--- src/rtl/uart_receiver_pkg.sv ---
// uart_receiver_package
// Shared constants for the UART receive path:
//   - FSM state encodings (IDLE, START, DATA, STOP)
//   - baud-rate table indexed by the 2-bit baudrate_select code
//   - clocks_per_bit(): integer-truncated clock cycles per serial bit
//   - receive FIFO depth plus pointer and count widths
package uart_receiver_package;

  // Receiver FSM states
  localparam logic [1:0] IDLE  = 2'd0;
  localparam logic [1:0] START = 2'd1;
  localparam logic [1:0] DATA  = 2'd2;
  localparam logic [1:0] STOP  = 2'd3;

  // Baud rates selected by codes 0..3
  localparam int unsigned BAUD_TABLE [4] = '{9600, 19200, 57600, 115200};

  // Receive FIFO geometry; the 6-bit threshold input ties the depth to 64
  localparam int unsigned FIFO_ENTRIES     = 64;
  localparam int unsigned FIFO_PTR_WIDTH   = 6;
  localparam int unsigned FIFO_COUNT_WIDTH = 7;

  function automatic int unsigned clocks_per_bit(input logic [1:0] select,
                                                 input int unsigned freq);
    return freq / BAUD_TABLE[select];
  endfunction

endpackage

--- src/rtl/uart_receiver_fifo.sv ---
// uart_receiver_fifo
// Synchronous show-ahead FIFO, 8 bits x 64 entries.
// Ports:
//   clock        system clock, rising edge
//   reset        synchronous active-low reset; empties the FIFO
//   write_enable push write_data (accepted when write_ready)
//   write_data   byte to push
//   read_enable  pop the head; ignored when empty
//   threshold    fullness threshold, 0 means 64
//   read_data    head entry (0 while empty)
//   empty        count == 0
//   full         count >= threshold
//   write_ready  a write this cycle would be stored
module uart_receiver_fifo
  import uart_receiver_package::*;
#(
  parameter int unsigned DEPTH = FIFO_ENTRIES
) (
  input  logic       clock,
  input  logic       reset,
  input  logic       write_enable,
  input  logic [7:0] write_data,
  input  logic       read_enable,
  input  logic [5:0] threshold,
  output logic [7:0] read_data,
  output logic       empty,
  output logic       full,
  output logic       write_ready
);

  logic [7:0]                  mem [DEPTH];
  logic [FIFO_PTR_WIDTH-1:0]   write_ptr;
  logic [FIFO_PTR_WIDTH-1:0]   read_ptr;
  logic [FIFO_COUNT_WIDTH-1:0] count;
  logic [FIFO_COUNT_WIDTH-1:0] limit;
  logic                        do_read;
  logic                        do_write;

  assign empty   = (count == '0);
  assign do_read = read_enable && !empty;

  // A pop in the same cycle frees a slot, so a write at full is still taken
  assign write_ready = (count != FIFO_COUNT_WIDTH'(DEPTH)) || do_read;
  assign do_write    = write_enable && write_ready;

  assign limit = (threshold == '0) ? FIFO_COUNT_WIDTH'(DEPTH)
                                   : FIFO_COUNT_WIDTH'(threshold);
  assign full  = (count >= limit);

  // Show-ahead head; forced to 0 while empty so reset presents data = 0
  assign read_data = empty ? 8'h00 : mem[read_ptr];

  // Storage array has no reset; only pointers and count define validity
  always_ff @(posedge clock) begin
    if (do_write) begin
      mem[write_ptr] <= write_data;
    end
  end

  always_ff @(posedge clock) begin
    if (!reset) begin
      write_ptr <= '0;
      read_ptr  <= '0;
      count     <= '0;
    end else begin
      if (do_write) begin
        write_ptr <= write_ptr + FIFO_PTR_WIDTH'(1);
      end
      if (do_read) begin
        read_ptr <= read_ptr + FIFO_PTR_WIDTH'(1);
      end
      case ({do_write, do_read})
        2'b10:   count <= count + FIFO_COUNT_WIDTH'(1);
        2'b01:   count <= count - FIFO_COUNT_WIDTH'(1);
        default: count <= count;
      endcase
    end
  end

endmodule

--- src/rtl/uart_receiver.sv ---
// uart_receiver
// 8N1 UART receiver (LSB first) with four selectable baud rates feeding a
// 64-entry show-ahead receive FIFO.
// Ports:
//   clock                  system clock, rising edge
//   reset                  synchronous active-low reset
//   data_in                serial line, idle high, asynchronous to clock
//   read_enable            pop the FIFO head
//   buffer_full_threshold  fullness threshold, 0 means 64
//   baudrate_select        0=9600, 1=19200, 2=57600, 3=115200
//   data                   FIFO head, valid when buffer_empty = 0
//   buffer_empty           FIFO holds no bytes
//   buffer_full            FIFO count >= threshold
//   framing_error          1-cycle pulse: stop bit read as 0, byte discarded
//   overrun_error          1-cycle pulse: byte arrived with FIFO full, dropped
module uart_receiver
  import uart_receiver_package::*;
#(
  parameter int unsigned CLOCK_FREQUENCY = 50_000_000,
  parameter int unsigned FIFO_DEPTH      = 64
) (
  input  logic       clock,
  input  logic       reset,
  input  logic       data_in,
  input  logic       read_enable,
  input  logic [5:0] buffer_full_threshold,
  input  logic [1:0] baudrate_select,
  output logic [7:0] data,
  output logic       buffer_empty,
  output logic       buffer_full,
  output logic       framing_error,
  output logic       overrun_error
);

  // Slowest rate has the longest bit period and sizes the counters
  localparam int unsigned PERIOD_WIDTH = $clog2(clocks_per_bit(2'd0, CLOCK_FREQUENCY) + 1);
  localparam logic [PERIOD_WIDTH-1:0] ONE = PERIOD_WIDTH'(1);

  logic                    sync_meta;
  logic                    rx;
  logic                    rx_prev;
  logic [1:0]              state;
  logic [PERIOD_WIDTH-1:0] count;
  logic [PERIOD_WIDTH-1:0] period;
  logic [PERIOD_WIDTH-1:0] half;
  logic [PERIOD_WIDTH-1:0] next_period;
  logic [2:0]              bit_index;
  logic [7:0]              shift;
  logic                    half_done;
  logic                    bit_done;
  logic                    stop_sample;
  logic                    write_ready;

  assign next_period = PERIOD_WIDTH'(clocks_per_bit(baudrate_select, CLOCK_FREQUENCY));
  assign half_done   = (count == half - ONE);
  assign bit_done    = (count == period - ONE);
  assign stop_sample = (state == STOP) && bit_done;

  // Two-flop synchronizer plus one delayed copy for falling-edge detection;
  // all flops reset to the idle-high line level so reset never fakes a start
  always_ff @(posedge clock) begin
    if (!reset) begin
      sync_meta <= 1'b1;
      rx        <= 1'b1;
      rx_prev   <= 1'b1;
    end else begin
      sync_meta <= data_in;
      rx        <= sync_meta;
      rx_prev   <= rx;
    end
  end

  // Frame FSM. The bit period is captured at the start edge so a mid-frame
  // baudrate_select change only affects the next frame. STOP returns to
  // IDLE on the sample edge, leaving half a stop bit to catch the next start.
  always_ff @(posedge clock) begin
    if (!reset) begin
      state         <= IDLE;
      count         <= '0;
      period        <= '0;
      half          <= '0;
      bit_index     <= '0;
      shift         <= '0;
      framing_error <= 1'b0;
      overrun_error <= 1'b0;
    end else begin
      framing_error <= 1'b0;
      overrun_error <= 1'b0;
      case (state)
        IDLE: begin
          if (rx_prev && !rx) begin
            period <= next_period;
            half   <= next_period >> 1;
            count  <= '0;
            state  <= START;
          end
        end
        START: begin
          if (half_done) begin
            count     <= '0;
            bit_index <= '0;
            state     <= rx ? IDLE : DATA;
          end else begin
            count <= count + ONE;
          end
        end
        DATA: begin
          if (bit_done) begin
            count            <= '0;
            shift[bit_index] <= rx;
            if (bit_index == 3'd7) begin
              state <= STOP;
            end else begin
              bit_index <= bit_index + 3'd1;
            end
          end else begin
            count <= count + ONE;
          end
        end
        STOP: begin
          if (bit_done) begin
            count <= '0;
            state <= IDLE;
            if (!rx) begin
              framing_error <= 1'b1;
            end else if (!write_ready) begin
              overrun_error <= 1'b1;
            end
          end else begin
            count <= count + ONE;
          end
        end
        default: state <= IDLE;
      endcase
    end
  end

  uart_receiver_fifo #(
    .DEPTH(FIFO_DEPTH)
  ) fifo (
    .clock       (clock),
    .reset       (reset),
    .write_enable(stop_sample && rx),
    .write_data  (shift),
    .read_enable (read_enable),
    .threshold   (buffer_full_threshold),
    .read_data   (data),
    .empty       (buffer_empty),
    .full        (buffer_full),
    .write_ready (write_ready)
  );

endmodule

--- config.mk ---
export PLATFORM = sky130hd
export DESIGN_NAME = uart_receiver
export DESIGN_NICKNAME = d
export VERILOG_FILES = /design/src/rtl/uart_receiver_pkg.sv /design/src/rtl/uart_receiver_fifo.sv /design/src/rtl/uart_receiver.sv
export SDC_FILE = /design/constraint.sdc
export NUM_CORES = 1
export LEC_CHECK = 0
export ABC_AREA = 1
export CORE_MARGIN = 5
export CORE_UTILIZATION = 52
export DETAILED_ROUTE_END_ITERATION = 7
export PLACE_DENSITY = 0.65
export SLEW_MARGIN = 20
export SYNTH_ARGS = -nofsm -noshare
export SYNTH_HDL_FRONTEND = slang
export SYNTH_SLANG_ARGS = --single-unit
--- constraint.sdc ---
create_clock -name clock -period 18 [get_ports clock]
set_input_delay 1.8 -clock clock [delete_from_list [all_inputs] [get_ports clock]]
set_output_delay 1.8 -clock clock [all_outputs]
set_load 0.005 [all_outputs]
# Word-level counts from Yosys, hierarchy flattened
# Memories as Yosys holds them, arrays and structs flattened. A register that Yosys moved wholly into a read port is not among the register bits.
# Cells that the tools add are included.
dict set report word_totals {
  register_bits 75
  ram_bits 512
  in_bits 12
  output_inout_bits 12
  word_cells 95
  memories 1
}
# name words word_bits rd rd_clocked_by_memory_dff write_ports line
set memory_table {}
lappend memory_table {fifo.mem 64 8 1 1 1 uart_receiver_fifo.sv:31} ;# logic [7:0] mem [DEPTH];
dict set report op_classes {
  n_addsub 8
  n_div 1
  n_lt_le_gt_ge 4
  eq_ne 15
  muxes 30
  bitwise 1
  n_reduce_logical 21
}
# cell count
set op_table {}
lappend op_table {{binary-select mux 32 bit (select 2 bit)} 1}
lappend op_table {{two-way mux 32 bit} 2}
lappend op_table {{two-way mux 13 bit} 3}
lappend op_table {{case mux 13 bit (3 select lines)} 1}
lappend op_table {{divider 26 x 32 -> 32 bit (first input constant)} 1}
lappend op_table {{== test 13 bit} 2}
lappend op_table {{case mux 7 bit (2 select lines)} 1}
lappend op_table {{adder 13 x 1 -> 13 bit (second input constant)} 1}
lappend op_table {{subtractor 12 x 1 -> 13 bit (second input constant)} 1}
lappend op_table {{subtractor 13 x 1 -> 13 bit (second input constant)} 1}
lappend op_table {{adder 6 x 1 -> 6 bit (second input constant)} 2}
lappend op_table {{two-way mux 2 bit} 6}
lappend op_table {{two-way mux 6 bit} 2}
lappend op_table {{!= test 2 bit (second input constant)} 6}
lappend op_table {{two-way mux 3 bit} 3}
lappend op_table {{bitwise mux 8 bit} 1}
lappend op_table {{two-way mux 8 bit} 1}
lappend op_table {{case mux 2 bit (4 select lines)} 1}
lappend op_table {{AND reduction 4 bit} 2}
lappend op_table {{adder 7 x 1 -> 7 bit (second input constant)} 1}
lappend op_table {{>= comparator 7 bit} 1}
lappend op_table {{zero test 7 bit} 1}
lappend op_table {{two-way mux 7 bit} 1}
lappend op_table {{!= test 7 bit (second input constant)} 1}
lappend op_table {{other kinds (22)} 37}

# Longest topological paths before layout
# Gate-level depths: netlist (run 1).
dict set report logic_depth {
  word_depth 7
  ltp_mapped 117
  mapped_depth_nobuf 114
}

# Modules after synthesis
# Synthesis (run 1) repeated with hierarchy kept, for this count alone.
dict set report unflattened {
  cells_unflattened 2835
  hier_area_um2 27880.5
}
# mod n_inst cells_each area_per_inst_um2 seq_area_each_um2
set modules_own_cells {}
lappend modules_own_cells {uart_receiver_fifo 1 1965 22541.6 15875.2}
lappend modules_own_cells {uart_receiver 1 870 5338.9 820.8}

# Least setup slack after synthesis (run 1)
# Ideal clock, no wire load.
dict set report synth_path {
  path_kind {input to register}
  from {input port baudrate_select[1]}
  to {register period[0]}
  setup_ps 66
  arrival_time_ps 12960
  t_required_ps 17934
  path_slack_ps 4973
  stages 114
  path_buffers 3
  cell_sequence {inv_1 -> ha_1 -> buf_2 -> inv_1 -> buf_2 -> ha_1 -> inv_1 -> nor3_4 -> nand2_2 -> nor2_1 -> ha_1 -> nand2_1 -> clkinv_1 -> o21ai_0 -> nand2_2 -> nand2_2 -> nand2_1 -> o22ai_1 -> (+78 left out) -> nor2_1 -> nand3_1 -> nand2_1 -> nand2_1 -> nand2_1 -> a21oi_1 -> nand2_1 -> nand3_1 -> nand2_1 -> nand2_2 -> nand4_4 -> inv_2 -> nand2_1 -> nand3_1 -> nand2_1 -> nand2_1 -> nand2_1 -> a21oi_2}
}
dict set report synth_between {
  elab_chain_cells 5
}
# element line
set synth_lines {}
lappend synth_lines {{start, declared} uart_receiver.sv:27} ;# input logic [1:0] baudrate_select,
lappend synth_lines {{NOT 2 -> 3 bit (not written as such)} uart_receiver_pkg.sv:25} ;# return freq / BAUD_TABLE[select];
lappend synth_lines {{binary-select mux 32 bit (select 2 bit)} uart_receiver_pkg.sv:25}
lappend synth_lines {{two-way mux 32 bit (not written as such) (2 in a row)} uart_receiver_pkg.sv:25}
lappend synth_lines {{divider 26 x 32 -> 32 bit} uart_receiver_pkg.sv:25}
lappend synth_lines {{end signal, assigned} uart_receiver.sv:92} ;# period <= next_period;
lappend synth_lines {{end, declared} uart_receiver.sv:44} ;# logic [PERIOD_WIDTH-1:0] period;
# Every way passes these cells. The select of a mux whose other input is x is not followed.
# A chain may end at the register's enable or synchronous reset.

# Worst setup path in the final report (run 1)
dict set report layout_path {
  from {input port baudrate_select[0]}
  to {register period[0]}
}
# Same word-level chain as after synthesis.

==> results.sh, run 1 <==
export IMPL_end_kind="flop"
export IMPL_p_leak_nw=10.48
export IMPL_die_w_um=236.3
export IMPL_cp_slowest_stage_delay_ns=0.95
export IMPL_tns_ns=0
export IMPL_htreeDepth=2
export IMPL_yosysSeqAreaShare_pct=62.70
export IMPL_cts_root_buf="clkbuf_16"
export IMPL_hpwl_mm=41.66
export IMPL_drive_gt1_share_pct=7.343
export IMPL_period_needed_ns=15.56
export IMPL_io_buffers=23
export IMPL_drv_cap=0
export IMPL_min_from="sync_meta$_SDFF_PN1_"
export IMPL_peakVddDrop_uv=78.38
export IMPL_grtUsageMet2_pct=40.94
export IMPL_crit_fanout=16
export IMPL_fp_dieH_um=236.3
export IMPL_powerDensity_nw_per_um2=114.9
export IMPL_required_ns=18.55
export IMPL_die_area_um2=55830
export IMPL_ios=24
export IMPL_cts_hold_buf=0
export IMPL_hold_violations=0
export IMPL_yosysUniqueCellTypes=57
export IMPL_p_int_mw=2.331
export IMPL_clkPwrFrac_pct=34.2
export IMPL_grt_max_degree=138
export IMPL_finalNetCount=2555
export IMPL_dr_pass1_iters=6
export IMPL_wl_mm=69.23
export IMPL_avgSynthCellArea_um2=10.58
export IMPL_p_sw_mw=1.021
export IMPL_clock_sinks=578
export IMPL_grt_pass1_wl_mm=106.8
export IMPL_synth_largest_area_cell="edfxtp_1"
export IMPL_ant_nets=0
export IMPL_use_met1_pct=32.29
export IMPL_numCtsBuffers=57
export IMPL_n_fill_cell=4231
export IMPL_clkTransAtPathRegs_ns=0.06
export IMPL_start_util_pct=52.22
export IMPL_grt_pass1_vias=18540
export IMPL_synth_top_cell_area_share_pct=57.74
export IMPL_critPathArrivalTime_ns=16.11
export IMPL_yosysWarnings=0
export IMPL_cp_start_kind="input port"
export IMPL_max_freq_ghz=0.06425
export IMPL_drcViolationCount=0
export IMPL_min_delay_path_class="flop to flop"
export IMPL_grt_setup_unrepaired="no"
export IMPL_vias=19230
export IMPL_synth_flop_cell="edfxtp_1"
export IMPL_ys_ff_latch=578
export IMPL_seqPwrFrac_pct=44.0
export IMPL_cts_resized=0
export IMPL_period_share_pct=86.47
export IMPL_detail_route_vias_per_cell=5.982
export IMPL_max_clock_path_buffers=3
export IMPL_synth_edf_count=512
export IMPL_setup_violations=0
export IMPL_area_growth_pct=9.529
export IMPL_drt_initial_drc_count=1930
export IMPL_grtUsageTotal_pct=24.14
export IMPL_final_util_pct=57.20
export IMPL_cpMostUsedCell="nand2_1"
export IMPL_grt_remaining_overflow=0
export IMPL_synth_nets=2588
export IMPL_critical_path_class="input port to flop"
export IMPL_switching_share_pct=30.45
export IMPL_syn_area_um2=26630
export IMPL_multi_input_area_um2=8780
export IMPL_rows=83
export IMPL_place_congestion=0.8617
export IMPL_relSlewSlack_pct=27.08
export IMPL_crit_path_top_delay_cell="clkdlybuf4s50_1"
export IMPL_worst_slew_pin_slew_ns=1.094
export IMPL_core_area_um2=50990
export IMPL_worstSkewPairLatency_ns=0.64
export IMPL_cts_tree="yes"
export IMPL_status="finished clean"
export IMPL_startpoint="baudrate_select[0]"
export IMPL_report_final_slew_viol_count=0
export IMPL_power_mw=3.352
export IMPL_r2r_start="period[7]$_SDFFE_PN0P_"
export IMPL_postCtsSetupBuffers=0
export IMPL_grt_antenna_before_repair=1
export IMPL_top_usage_layer="met2"
export IMPL_seqCellArea_um2=16710
export IMPL_synth_area_leaders="edfxtp_1 (58%), nor2_1 (6.3%), o21ai_0 (6.2%)"
export IMPL_grtUsageMet3_pct=3.706
export IMPL_skew_ns=0.02678
export IMPL_routedWlPerCell_um=21.54
export IMPL_synthArstFlopShare_pct=0
export IMPL_holdWs_ns=0.4139
export IMPL_combPwrFrac_pct=21.9
export IMPL_syn_instance_count=2517
[state kept, by name (all words and copies together) (netlist names), 3 cells and up, named ones only]
| signal | cells |
|---|---|
| fifo.read_ptr | 6 |
| count | 13 |
| fifo.mem | 512 |
| fifo.count | 7 |
| period | 10 |
| bit_index | 3 |
| fifo.write_ptr | 6 |
| shift | 8 |
[Yosys cell counts (all sizes together), types with 2 or more instances]
cell type and instances:
a2111oi 2, a211oi 7, a21oi 89, a221o 4
a311oi 8, a31oi 16, buf 17, clkbuf 124
clkinv 6, dfxtp 66, edfxtp 512, ha 58
inv 151, nand2 277, nand3 136, nand3b 5
nand4 23, nor2 448, nor3 11, nor4 5
o2111ai 3, o211ai 11, o21a 7, o21ai 336
o21bai 2, o221ai 93, o22ai 37, o311ai 8
or2 11, xnor2 6, xor2 30
[cells by family (layout without fill, tap and decap cells)]
family / count (synthesis) / count (layout) / synth area share [%]
and+or+nand+nor: 919 / 919 / 14.86
AOI/OAI and AO/OA: 626 / 626 / 14.10
DFF: 578 / 578 / 62.70
buffers and inverters: 298 / 314 / 4.342
adders and majority gates: 59 / 59 / 2.801
xor gates and xnor gates: 36 / 36 / 1.184
other: 1 / 2 / 0.01408
[path summary, 6_finish.rpt]
path                            cells after the start  slack, ns                  endpoint
worst max-delay path                              109       2.44    period[0]$_SDFFE_PN0P_
worst max register to register                     15      12.02  fifo.mem[5][0]$_DFFE_PP_
worst min-delay path                                1       0.41             rx$_SDFF_PN1_
worst min register to register                      1       0.41             rx$_SDFF_PN1_
[metal layers]
metal	routed length, um	share of wire, %
met5	9	0.013
met4	2130	3.1
met3	4461	6.4
met2	33930	49
met1	28700	41
[layout make-up]
class	instances	share of cell area [%]
repair buffers	49	1.459
diodes	1	0.008580
inverters	157	2.042
flip-flops and latches	578	57.31
clock inverters	29	0.7036
clock buffers	79	5.457
well taps	680	2.917
multi-input cells	1641	30.10
[per-stage QoR]
step                      setup slack [ns]  instance area [um2]  cells
after detailed placement             2.030                27360   3105
final                                2.436                29170   3214
after floorplan                      4.973                26630   2517
after global placement               2.521                27360   3105
after CTS                            2.604                29160   3213
after global routing                0.9404                29160   3213
[worst max-delay path, delay by kind of cell]
family	cells	cell delay [ns]
AND/OR/NAND/NOR	69	5.79
adder cells (fa/ha/maj)	11	3.37
XOR/XNOR	1	0.22
AO/OA/AOI/OAI	13	2.47
buffers and inverters	15	2.41
[cells in the final DEF (no fill, tap or decap), types with 23 or more instances in the layout]
| cell type | count |
|---|---|
| nand3_1 | 130 |
| a21oi_1 | 84 |
| clkdlybuf4s50_1 | 23 |
| nand2_1 | 249 |
| nand2_2 | 23 |
| nor2_1 | 445 |
| ha_1 | 58 |
| clkbuf_16 | 58 |
| o21ai_0 | 332 |
| dfxtp_1 | 55 |
| edfxtp_1 | 512 |
| buf_4 | 26 |
| o22ai_1 | 37 |
| o221ai_1 | 93 |
| inv_1 | 141 |
| xor2_1 | 30 |
[power by group through the flow]
stage                     Combinational [mW]  Sequential [mW]  Clock (mW)
after global placement                 0.709             1.50           0
after floorplan                        0.506             1.49           0
after global routing                   0.812             1.47        1.22
after CTS                              0.727             1.47        1.16
after detailed placement               0.725             1.50           0
final                                  0.733             1.47        1.15
Note: power is estimated with default switching activity, not from simulation.
==> inputs of run 2 (changes only) <==
- CORE_ASPECT_RATIO: not set -> 1.5
- HOLD_SLACK_MARGIN: not set -> 0.05
==> run 2 against run 1 <==
Compared with the run above: core utilization up 0.070 points; die area rose by 0.17%; clock power decreased by 5%; sequential power is essentially flat; maximum frequency grew 0.71%; critical path type unchanged; largest cell class unchanged; highest routed layer is now met4.
==> results.sh, run 2 (synthesis results as in run 1) <==
export IMPL_detail_route_vias_per_cell=6.055
export IMPL_crit_fanout=13
export IMPL_largest_reg_flops=512
export IMPL_report_final_slew_viol_count=0
export IMPL_n_fill_cell=4253
export IMPL_n_antenna_cell=0
export IMPL_holdWs_ns=0.4264
export IMPL_io_buffers=23
export IMPL_max_freq_ghz=0.06470
export IMPL_vias=19300
export IMPL_p_leak_nw=10.41
export IMPL_critPathArrivalTime_ns=15.98
export IMPL_place_congestion=0.9287
export IMPL_die_w_um=194.8
export IMPL_clock_sinks=578
export IMPL_cp_slowest_stage_delay_ns=0.93
export IMPL_htreeDepth=2
export IMPL_drv_cap=0
export IMPL_cts_root_buf="clkbuf_16"
export IMPL_postCtsSetupBuffers=0
export IMPL_status="finished clean"
export IMPL_period_share_pct=85.86
export IMPL_min_delay_path_class="flop to flop"
export IMPL_crit_path_top_delay_cell="clkdlybuf4s50_1"
export IMPL_critical_path_class="input port to flop"
export IMPL_die_area_um2=55930
export IMPL_power_mw=3.291
export IMPL_required_ns=18.53
export IMPL_ios=24
export IMPL_top_regs="fifo.mem (512), count (13), period (10)"
export IMPL_grt_antenna_before_repair=0
export IMPL_end_kind="flop"
export IMPL_tns_ns=0
export IMPL_skew_ns=0.02410
export IMPL_grt_setup_unrepaired="no"
export IMPL_rows=101
export IMPL_grtUsageTotal_pct=24.54
export IMPL_relSlewSlack_pct=28.98
export IMPL_grt_pass1_vias=18830
export IMPL_wl_mm=70.31
export IMPL_numCtsBuffers=52
export IMPL_r2r_cells=15
export IMPL_worstSkewPairLatency_ns=0.59
export IMPL_max_clock_path_buffers=3
export IMPL_cts_tree="yes"
export IMPL_drcViolationCount=0
export IMPL_routedWlPerCell_um=22.05
export IMPL_area_growth_pct=8.984
export IMPL_drive_gt1_share_pct=7.066
export IMPL_drt_initial_drc_count=1709
export IMPL_cpMostUsedCell="nand2_1"
export IMPL_finalNetCount=2552
export IMPL_final_cell_mix="edfxtp_1 (512), nor2_1 (445), o21ai_0 (332)"
export IMPL_setup_violations=0
export IMPL_cts_hold_buf=0
export IMPL_period_needed_ns=15.46
export IMPL_powerDensity_nw_per_um2=113.4
export IMPL_hpwl_mm=43.63
export IMPL_cts_resized=0
export IMPL_ant_nets=0
export IMPL_clkTransAtPathRegs_ns=0.06
export IMPL_min_path_cells=1
export IMPL_grt_remaining_overflow=0
export IMPL_final_common_cell="edfxtp_1"
export IMPL_peakVddDrop_uv=88.87
export IMPL_worst_slew_pin_slew_ns=1.061
export IMPL_grt_pass1_wl_mm=108.1
export IMPL_top_register="fifo.mem"
export IMPL_cp_start_kind="input port"
export IMPL_core_area_um2=50670
export IMPL_hold_violations=0
export IMPL_start_util_pct=52.55
export IMPL_fp_dieH_um=287.2
export IMPL_grt_max_degree=107
export IMPL_dr_pass1_iters=7
## run 2: cell count changes in the layout (fill, tap and decap cells not counted), sizes merged
cell    before  now
buf         26   28
bufinv       2    4
clkbuf      79   72
clkinv      30   23
diode        1    0
inv        154  150
## run 2: power breakdown
| part | total [mW] | switching, mW | internal, mW | leakage, nW |
|---|---|---|---|---|
| clock | 1.09 | 0.476 | 0.618 | 0.813 |
| combinational | 0.725 | 0.488 | 0.236 | 4.32 |
| sequential | 1.47 | 0.0223 | 1.45 | 5.28 |
## run 2: layer usage
metal	part of all wire (%)	routed length (um)	up-vias	GRT usage, %
li1	-	-	8984	-
met1	38	26810	9516	29.72
met2	52	36600	615	44.35
met3	5.2	3672	189	2.849
met4	4.6	3226	0	10.57
met5	0	0	-	0
## run 2: path summary, 6_finish.rpt
path / from / end / slack, ns
worst min-delay path: sync_meta$_SDFF_PN1_ / rx$_SDFF_PN1_ / 0.43
worst max register to register: period[7]$_SDFFE_PN0P_ / fifo.mem[35][1]$_DFFE_PP_ / 12.32
worst min register to register: sync_meta$_SDFF_PN1_ / rx$_SDFF_PN1_ / 0.43
worst max-delay path: baudrate_select[0] / period[0]$_SDFFE_PN0P_ / 2.54
## run 2: stage by stage
step | instance area, um2 | std cells | util, % | setup slack, ns
6_report | 29020 | 3188 | 57.27 | 2.545
5_1_grt | 29020 | 3188 | 57.27 | 1.074
4_1_cts | 29020 | 3188 | 57.27 | 2.750
3_5_place_dp | 27360 | 3096 | 54.00 | 2.180
3_3_place_gp | 27360 | 3096 | 54.00 | 2.420
2_1_floorplan | 26630 | 2517 | - | 4.973
## run 2: area by class of cell
class	instances	area [um2]	share of cell area, %
clock buffers	72	1449	4.993
clock inverters	20	207.7	0.7157
flip-flops and latches	578	16710	57.60
well taps	669	837.1	2.884
inverters	157	595.6	2.052
multi-input cells	1641	8776	30.24
repair buffers	51	440.4	1.518
## run 2: critical path: cells and delay by family
family,cells,cell delay [ns]
AND/OR/NAND/NOR,67,5.91
adder cells (fa/ha/maj),10,3.17
buffers and inverters,16,2.75
AO/OA/AOI/OAI,12,2.06
XOR/XNOR,1,0.22
==> inputs of run 3 (changes only) <==
- REMOVE_ABC_BUFFERS: not set -> 1
- SLEW_MARGIN: 20 -> 15
==> run 3 against run 2 <==
Compared with the run above: worst hold slack lost 0.013 ns; clock skew shrank 0.00055 ns; core utilization grew 0.19 points; combinational power is essentially flat; global-route usage shrank 0.32 points; largest power group unchanged; highest routed layer unchanged; first-iteration DRC count shrank 7.2%; cell count is essentially flat; die area is the same; critical endpoint unchanged; setup slack gained 0.090 ns.
==> results.sh, run 3 (synthesis results as in run 1) <==
export IMPL_grt_remaining_overflow=0
export IMPL_path_depth=107
export IMPL_r2r_cells=15
export IMPL_top_register="fifo.mem"
export IMPL_final_common_cell="edfxtp_1"
export IMPL_clock_sinks=578
export IMPL_critPathArrivalTime_ns=15.89
export IMPL_area_growth_pct=9.341
export IMPL_cts_hold_buf=0
export IMPL_grt_setup_unrepaired="no"
export IMPL_required_ns=18.52
export IMPL_relSlewSlack_pct=24.53
export IMPL_hpwl_mm=42.56
export IMPL_drcViolationCount=0
export IMPL_clkTransAtPathRegs_ns=0.06
export IMPL_period_needed_ns=15.37
export IMPL_fin_area_um2=29120
export IMPL_drv_cap=0
export IMPL_place_congestion=0.8734
export IMPL_seqCellArea_um2=16720
export IMPL_crit_path_top_delay_cell="clkdlybuf4s50_1"
export IMPL_skew_ns=0.02354
export IMPL_grtUsageTotal_pct=24.22
export IMPL_wl_mm=69.35
export IMPL_powerDensity_nw_per_um2=115.6
export IMPL_grt_pass1_wl_mm=107.8
export IMPL_hold_violations=0
export IMPL_vias=19320
export IMPL_cts_tree="yes"
export IMPL_detail_route_vias_per_cell=6.056
export IMPL_die_area_um2=55930
export IMPL_p_int_mw=2.339
export IMPL_cp_slowest_stage_delay_ns=0.97
export IMPL_max_clock_path_buffers=3
export IMPL_final_cell_mix="edfxtp_1 (512), nor2_1 (445), o21ai_0 (332)"
export IMPL_p_sw_mw=1.028
export IMPL_fp_dieH_um=287.2
export IMPL_cp_start_kind="input port"
export IMPL_end_kind="flop"
export IMPL_start_util_pct=52.55
export IMPL_peakVddDrop_uv=88.94
export IMPL_htreeDepth=2
export IMPL_crit_fanout=13
export IMPL_grt_max_degree=144
export IMPL_finalNetCount=2548
export IMPL_reg2reg_to="fifo.mem[50][1]$_DFFE_PP_"
export IMPL_status="finished clean"
export IMPL_ant_nets=0
export IMPL_worstSkewPairLatency_ns=0.61
export IMPL_placed_area_um2=27350
export IMPL_p_leak_nw=10.44
export IMPL_dr_pass1_iters=5
export IMPL_startpoint="baudrate_select[0]"
export IMPL_place_inst=3092
export IMPL_die_w_um=194.8
export IMPL_critPathTopFamily="simple AND/OR/NAND/NOR gates"
export IMPL_r2r_start="period[7]$_SDFFE_PN0P_"
export IMPL_grt_antenna_before_repair=0
export IMPL_rows=101
export IMPL_routedWlPerCell_um=21.74
export IMPL_period_share_pct=85.36
export IMPL_postCtsSetupBuffers=0
export IMPL_cts_root_buf="clkbuf_16"
export IMPL_final_cells=3190
export IMPL_ios=24
export IMPL_multi_input_area_um2=8776
export IMPL_seqPwrFrac_pct=44.3
export IMPL_worst_slew_pin_slew_ns=1.128
export IMPL_grt_pass1_vias=19000
export IMPL_cts_resized=0
export IMPL_combPwrFrac_pct=21.5
export IMPL_critical_path_class="input port to flop"
export IMPL_switching_share_pct=30.52
export IMPL_largest_reg_flops=512
export IMPL_min_delay_path_class="flop to flop"
export IMPL_n_antenna_cell=0
export IMPL_tns_ns=0
export IMPL_report_final_slew_viol_count=0
export IMPL_top_regs="fifo.mem (512), count (13), period (10)"
export IMPL_drt_initial_drc_count=1586
export IMPL_endpoint="period[0]$_SDFFE_PN0P_"
export IMPL_core_area_um2=50670
export IMPL_drive_gt1_share_pct=7.021
export IMPL_setup_violations=0
export IMPL_worst_path_buf_inv=16
export IMPL_numCtsBuffers=52
export IMPL_max_freq_ghz=0.06508
export IMPL_clkPwrFrac_pct=34.2
export IMPL_cpMostUsedCell="nand2_1"
export IMPL_io_buffers=23
export IMPL_r2r_setup_slack_ns=12.34
export IMPL_n_fill_cell=4229
run 3: changes by cell type in the layout (fill, tap and decap cells not counted), sizes merged:
cell	before	now
inv	150	153
buf	28	24
clkbuf	72	67
bufinv	4	7
clkinv	23	25
clkinvlp	0	3
run 3: worst min-delay path by stage:
| stage | start | end | slack [ns] | cells after the start |
|---|---|---|---|---|
| 4_1_cts | sync_meta$_SDFF_PN1_ | rx$_SDFF_PN1_ | 0.42 | 1 |
| 2_1_floorplan | sync_meta$_SDFF_PN1_ | rx$_SDFF_PN1_ | 0.39 | 1 |
| 6_report | sync_meta$_SDFF_PN1_ | rx$_SDFF_PN1_ | 0.41 | 1 |
| 5_1_grt | sync_meta$_SDFF_PN1_ | rx$_SDFF_PN1_ | 0.43 | 1 |
| 3_3_place_gp | sync_meta$_SDFF_PN1_ | rx$_SDFF_PN1_ | 0.40 | 1 |
| 3_5_place_dp | sync_meta$_SDFF_PN1_ | rx$_SDFF_PN1_ | 0.40 | 1 |
run 3: metal layers:
| layer | track usage, % | vias up | share of wire (%) |
|---|---|---|---|
| met5 | 0 | - | 0 |
| met3 | 2.521 | 173 | 5.5 |
| met2 | 44.14 | 731 | 52 |
| li1 | - | 8978 | - |
| met1 | 29.46 | 9438 | 38 |
| met4 | 9.867 | 0 | 4.5 |
run 3: per-stage QoR:
stage	worst slack (ns)	hold WS, ns	util [%]	total power, mW
4_1_cts	2.758	0.4170	57.45	3.379
5_1_grt	1.130	0.4280	57.46	3.514
6_report	2.635	0.4139	57.46	3.367
2_1_floorplan	4.307	0.3925	-	1.984
3_3_place_gp	2.490	0.3988	53.96	2.220
3_5_place_dp	2.161	0.4020	53.96	2.240
run 3: layout make-up:
type                    instances  share of cell area (%)
clock buffers                  67                   4.804
flip-flops and latches        578                   57.42
inverters                     157                   2.046
clock inverters                31                   1.263
well taps                     669                   2.875
multi-input cells            1641                   30.14
repair buffers                 47                   1.453
run 3: power by group through the flow:
stage               logic [mW]  registers [mW]  clock network, mW
global route             0.798            1.50               1.22
floorplan                0.457            1.53                  0
detailed placement       0.719            1.52                  0
CTS                      0.722            1.49               1.17
global placement         0.700            1.52                  0
finish                   0.725            1.49               1.15
